--- src/rtl/mem_access_ctrl.sv ---
// rtl/mem_access_ctrl.sv - RISC-V MEM-stage bus sequencer with load/store formatting and ack timeout
// Optional misaligned-access trap enabled by defining MISALIGN_TRAP_EN.
module mem_access_ctrl #(
    parameter int ACK_TIMEOUT = 15
) (
    input  logic        clk,
    input  logic        rst_n,
    input  logic        mem_read_i,
    input  logic        mem_write_i,
    input  logic [31:0] addr_i,
    input  logic [31:0] wdata_i,
    input  logic [2:0]  funct3_i,
    output logic        stall_o,
    output logic [31:0] rdata_o,
    output logic        rdata_valid_o,
    output logic        bus_req_o,
    output logic        bus_we_o,
    output logic [31:0] bus_addr_o,
    output logic [31:0] bus_wdata_o,
    output logic [3:0]  bus_be_o,
    input  logic        bus_ack_i,
    input  logic [31:0] bus_rdata_i,
    output logic        bus_err_o,
    output logic        misalign_o
);

    typedef enum logic [1:0] {IDLE, REQ, DONE} state_t;

    state_t      state;
    logic [7:0]  cnt;
    logic [1:0]  off_q;
    logic [2:0]  f3_q;
    logic        we_q;
    logic        access;
    logic [3:0]  st_be;
    logic [31:0] st_wdata;

    assign access = mem_read_i | mem_write_i;

    // Stall is combinational in IDLE so the pipeline freezes in the request cycle itself.
    assign stall_o = rst_n & (((state == IDLE) & access) | (state == REQ));

    always_comb begin
        st_be    = 4'b1111;
        st_wdata = wdata_i;
        case (funct3_i)
            3'b000: begin
                st_be    = 4'b0001 << addr_i[1:0];
                st_wdata = {4{wdata_i[7:0]}};
            end
            3'b001: begin
                st_be    = addr_i[1] ? 4'b1100 : 4'b0011;
                st_wdata = {2{wdata_i[15:0]}};
            end
            default: begin
                st_be    = 4'b1111;
                st_wdata = wdata_i;
            end
        endcase
    end

    function automatic logic [31:0] load_format(input logic [2:0] f3, input logic [1:0] off,
                                                input logic [31:0] word);
        logic [31:0] shifted;
        logic [15:0] half;
        shifted = word >> {off, 3'b000};
        half    = off[1] ? word[31:16] : word[15:0];
        case (f3)
            3'b000:  return {{24{shifted[7]}}, shifted[7:0]};
            3'b100:  return {24'h0, shifted[7:0]};
            3'b001:  return {{16{half[15]}}, half};
            3'b101:  return {16'h0, half};
            default: return word;
        endcase
    endfunction

`ifdef MISALIGN_TRAP_EN
    logic misalign_det;
    always_comb begin
        misalign_det = 1'b0;
        case (funct3_i)
            3'b000, 3'b100: misalign_det = 1'b0;
            3'b001, 3'b101: misalign_det = addr_i[0];
            default:        misalign_det = (addr_i[1:0] != 2'b00);
        endcase
    end
`else
    assign misalign_o = 1'b0;
`endif

    always_ff @(posedge clk or negedge rst_n) begin
        if (!rst_n) begin
            state         <= IDLE;
            cnt           <= 8'd0;
            off_q         <= 2'b00;
            f3_q          <= 3'b000;
            we_q          <= 1'b0;
            rdata_o       <= 32'h0;
            rdata_valid_o <= 1'b0;
            bus_req_o     <= 1'b0;
            bus_we_o      <= 1'b0;
            bus_addr_o    <= 32'h0;
            bus_wdata_o   <= 32'h0;
            bus_be_o      <= 4'h0;
            bus_err_o     <= 1'b0;
`ifdef MISALIGN_TRAP_EN
            misalign_o    <= 1'b0;
`endif
        end else begin
            rdata_valid_o <= 1'b0;
            bus_err_o     <= 1'b0;
`ifdef MISALIGN_TRAP_EN
            misalign_o    <= 1'b0;
`endif
            case (state)
                IDLE: begin
                    if (access) begin
                        we_q  <= mem_write_i;
                        off_q <= addr_i[1:0];
                        f3_q  <= funct3_i;
                        cnt   <= 8'd0;
`ifdef MISALIGN_TRAP_EN
                        if (misalign_det) begin
                            // Trap without touching the bus; loads return zero.
                            misalign_o    <= 1'b1;
                            rdata_valid_o <= 1'b1;
                            if (!mem_write_i) rdata_o <= 32'h0;
                            state <= DONE;
                        end else
`endif
                        begin
                            bus_req_o   <= 1'b1;
                            bus_we_o    <= mem_write_i;
                            bus_addr_o  <= {addr_i[31:2], 2'b00};
                            bus_be_o    <= mem_write_i ? st_be : 4'b1111;
                            bus_wdata_o <= st_wdata;
                            state       <= REQ;
                        end
                    end
                end
                REQ: begin
                    if (bus_ack_i) begin
                        bus_req_o <= 1'b0;
                        bus_we_o  <= 1'b0;
                        if (!we_q) begin
                            rdata_o       <= load_format(f3_q, off_q, bus_rdata_i);
                            rdata_valid_o <= 1'b1;
                        end
                        state <= DONE;
                    end else if (cnt == 8'(ACK_TIMEOUT - 1)) begin
                        bus_req_o     <= 1'b0;
                        bus_we_o      <= 1'b0;
                        bus_err_o     <= 1'b1;
                        rdata_valid_o <= 1'b1;
                        rdata_o       <= 32'h0;
                        state         <= DONE;
                    end else begin
                        cnt <= cnt + 8'd1;
                    end
                end
                DONE: begin
                    cnt   <= 8'd0;
                    state <= IDLE;
                end
                default: state <= IDLE;
            endcase
        end
    end

endmodule
--- config.mk ---
export PLATFORM = sky130hd
export DESIGN_NAME = mem_access_ctrl
export DESIGN_NICKNAME = d
export VERILOG_FILES = /design/src/rtl/mem_access_ctrl.sv
export SDC_FILE = /design/constraint.sdc
export NUM_CORES = 1
export LEC_CHECK = 0
export CAP_MARGIN = 25
export CORE_MARGIN = 5
export CORE_UTILIZATION = 48
export DETAILED_ROUTE_END_ITERATION = 8
export PLACE_DENSITY = 0.87
export SETUP_SLACK_MARGIN = 0.02
export SYNTH_ARGS = -nofsm -noshare
export SYNTH_HDL_FRONTEND = slang
export SYNTH_SLANG_ARGS = --single-unit
--- constraint.sdc ---
create_clock -name clk -period 4.9 [get_ports clk]
set_input_delay 0.98 -clock clk [delete_from_list [all_inputs] [get_ports clk]]
set_output_delay 0.98 -clock clk [all_outputs]
set_load 0.01 [all_outputs]
==> impl_metrics.ini <==
[outcome]
run_status = completed

[sta]
fin_tns_setup_ns = 0
timing_hold_violations_final = 0
layout_min_cycle_time_ns = 3.57
finalWorstSetupSlack_ns = 1.33
finClkSkew_ns = 0.00678
finalMaxSlewViolations = 0
worst_margin_pin_slew_ns = 0.957
clock.fmax_mhz = 280
finalSetupViolCount = 0
finalCritPeriodShare_pct = 72.8
relative_max_transition_margin_pct = 36.2
rsz0062_at_grt = false

[clocking]
tritoncts = done
post_cts.resized_instances = 0
cts.root.buffer_cell = sky130_fd_sc_hd__clkbuf_16
holdBufCountCts = 0
cts_sinks = 118
clock_transition_at_the_register_clock_pins_on_the_worst_setup_and_hold_paths_after_cts_ns = 0.06
clkLatencyLatePin_ns = 0.41
numCtsBuffers = 17
cts_post_setup_buffers_inserted = 0
clk_path_buf_depth = 2
cts.htree.levels = 4

[floorplanning]
placementRows = 39
die_h_um = 117
start_util_pct = 48.5
design.portCount = 210
coreArea_um2 = 11300
die_width_um = 117
die-area_um2 = 13600

[placed_design]
gp_routability_congestion = 0.862
numPlacedInstances = 888
portBuffers = 206
dpl_worst_slack_ns = 1.32
hpwlAfterDp_um = 12600

[power_and_ir_drop]
pd_cells_nw_per_um2 = 642
p_total_mw = 5.30
peakVddDrop_mv = 0.411
leakage_nw = 3.63

[critical_path]
timing.critical_path.slowest_stage_cell = sky130_fd_sc_hd__clkdlybuf4s50_1
worstReg2RegStart = f3_q[0]$_DFFE_PN0P_
crit_path_start = mem_write_i
cp_num_buf_inv = 2
worstRegToRegCells = 4
critPathRequiredTime_ns = 3.92
arrival_ns = 2.59
critical_path.endpoint_type = primary output
critical_path.startpoint_type = input port
critPathMaxStageDelay_ns = 0.70
critical_path.most_common_cell = sky130_fd_sc_hd__clkdlybuf4s50_1
critical_path.cell_chain = clkdlybuf4s50_1 > o21ai_4 > a21boi_0 > clkdlybuf4s50_1
worst-path-max-fanout = 7
cp.depth = 4
timing.setup.critical_path_class = input port to primary output
critical-path-top-delay-family = buffers and inverters

[synthesis]
synth_seq_area_share_pct = 54.1
postSynthRegisterBits = 118
synth_cell_types = 52
syn-mean-instance-area_um2 = 9.63
synth_edf_count = 0
synth.cell_area_um2 = 5460
synth_top_area_share_pct = 54.1
synth_ff_type = sky130_fd_sc_hd__dfrtp_1
async_flop_share_pct = 100
synth_area_leaders = sky130_fd_sc_hd__dfrtp_1 (54%), sky130_fd_sc_hd__nand2_1 (12%), sky130_fd_sc_hd__mux2i_1 (5.5%)
yosysTopAreaCell = sky130_fd_sc_hd__dfrtp_1
post_synth_inst_count = 567
synth-warning-count = 0

[finish]
nNetsFinal = 870
final_core_util_pct = 73.2
most-common-layout-cells = sky130_fd_sc_hd__clkdlybuf4s50_1 (205), sky130_fd_sc_hd__nand2_1 (173), sky130_fd_sc_hd__dfrtp_1 (118)
final_common_cell = sky130_fd_sc_hd__clkdlybuf4s50_1
post_route_cells_drive_above_1_share_pct = 6.31
diodes = 0
finalNonFillerCells = 920
nFillCells = 750
areaGrowthSynthToFinish_pct = 51.1

[drt]
drtIter0Drc = 429
routed_via_count_divided_by_cell_count = 5.60
route.detailed.wl_per_inst_um = 19.2
route.antenna.remaining_nets = 0
drc = 0
vias = 5151
routed_wire_length_um = 17700
drt_pass1_iterations = 5

[grt]
grt_max_degree = 92
grt_pass1_vias = 5450
grt_overflow = 0
grtUsageTotal_pct = 26.6
grt_pass1_wl_um = 27900
antenna_violations_before_repair = 0

[hold_path]
worstHoldStart = bus_addr_o[6]$_DFFE_PN0P_
min_delay_path_depth = 2
hp-class = flip-flop to flip-flop

[job]
maxCapViolCount = 0
-- tightest hold or removal path, delay by kind of cell (launching register included) --
kind / cells / cell delay (ns)
flip-flops: 1 / 0.34
AND/OR/NAND/NOR: 2 / 0.11
-- logic make-up after synthesis --
family | count (synthesis) | share of synthesized area [%]
and+or+nand+nor | 233 | 18.4
AOI/OAI and AO/OA | 122 | 15.3
DFF | 118 | 54.1
buffers and inverters | 54 | 4.37
muxes | 35 | 7.08
adders and majority gates | 2 | 0.458
xor gates and xnor gates | 2 | 0.321
other | 1 | 0.0686
-- through the flow --
stage | instance area (um^2) | hold WS [ns]
floorplan | 5470 | 0.480
global placement | 7590 | 0.457
detailed placement | 7600 | 0.462
CTS | 8250 | 0.476
global route | 8250 | 0.500
finish | 8250 | 0.473
-- layout make-up --
cell class,count,area (um^2),share of cell area (%)
multi-input cells,397,2290,27.8
inverters,18,67.6,0.819
clock inverters,13,195,2.37
flip-flops and latches,118,2950,35.8
repair buffers,212,2110,25.6
well taps,143,179,2.17
clock buffers,19,453,5.49
-- synthesized netlist by cell type, drive strengths merged, types with 2 or more instances --
cell,number
nand2,173
buf,13
or3,6
xnor2,2
a21oi,17
a22oi,2
mux2i,30
o21ai,53
or3b,3
a32o,2
nor4bb,2
dfrtp,118
nor3,6
nor2,12
a221o,18
o21a,2
a211o,3
clkbuf,23
nor4,2
nand3,6
and2,6
o2bb2ai,8
nor2b,5
o22ai,3
or2,2
inv,18
ha,2
o22a,2
mux2,3
o221ai,5
mux4,2
nand2b,5
-- power breakdown --
group          leakage [nW]  switching, mW  internal, mW  total, mW
clock network         0.307          0.463         0.885       1.35
registers              1.46          0.359          1.41       1.77
logic                  1.86           1.05          1.13       2.18
total                  3.63           1.87          3.42       5.30
-- state kept, by name, indices dropped and copies added, names as in the netlist --
signal,flops
rdata_o,32
bus_wdata_o,32
bus_addr_o,30
rdata_valid_o,1
state,2
f3_q,3
cnt,8
off_q,2
bus_we_o,1
we_q,1
bus_be_o,4
bus_err_o,1
bus_req_o,1
-- layer usage --
| layer | share of wire [%] | GRT usage (%) |
|---|---|---|
| met1 | 37 | 31.0 |
| met2 | 48 | 43.3 |
| met3 | 13 | 11.3 |
| met4 | 2.5 | 11.2 |
| met5 | 0 | 0 |
-- path summary, 6_finish.rpt --
| path | endpoint | slack, ns |
|---|---|---|
| worst max-delay path | stall_o | 1.33 |
| worst max register to register | rdata_o[28]$_DFFE_PN0P_ | 2.37 |
| min in group asynchronous | rdata_o[2]$_DFFE_PN0P_ | 0.76 |
| worst min-delay path | bus_addr_o[6]$_DFFE_PN0P_ | 0.47 |
| max in group asynchronous | rdata_o[30]$_DFFE_PN0P_ | 2.88 |
| worst min register to register | bus_addr_o[6]$_DFFE_PN0P_ | 0.47 |
(Power assumes the default switching activity.)
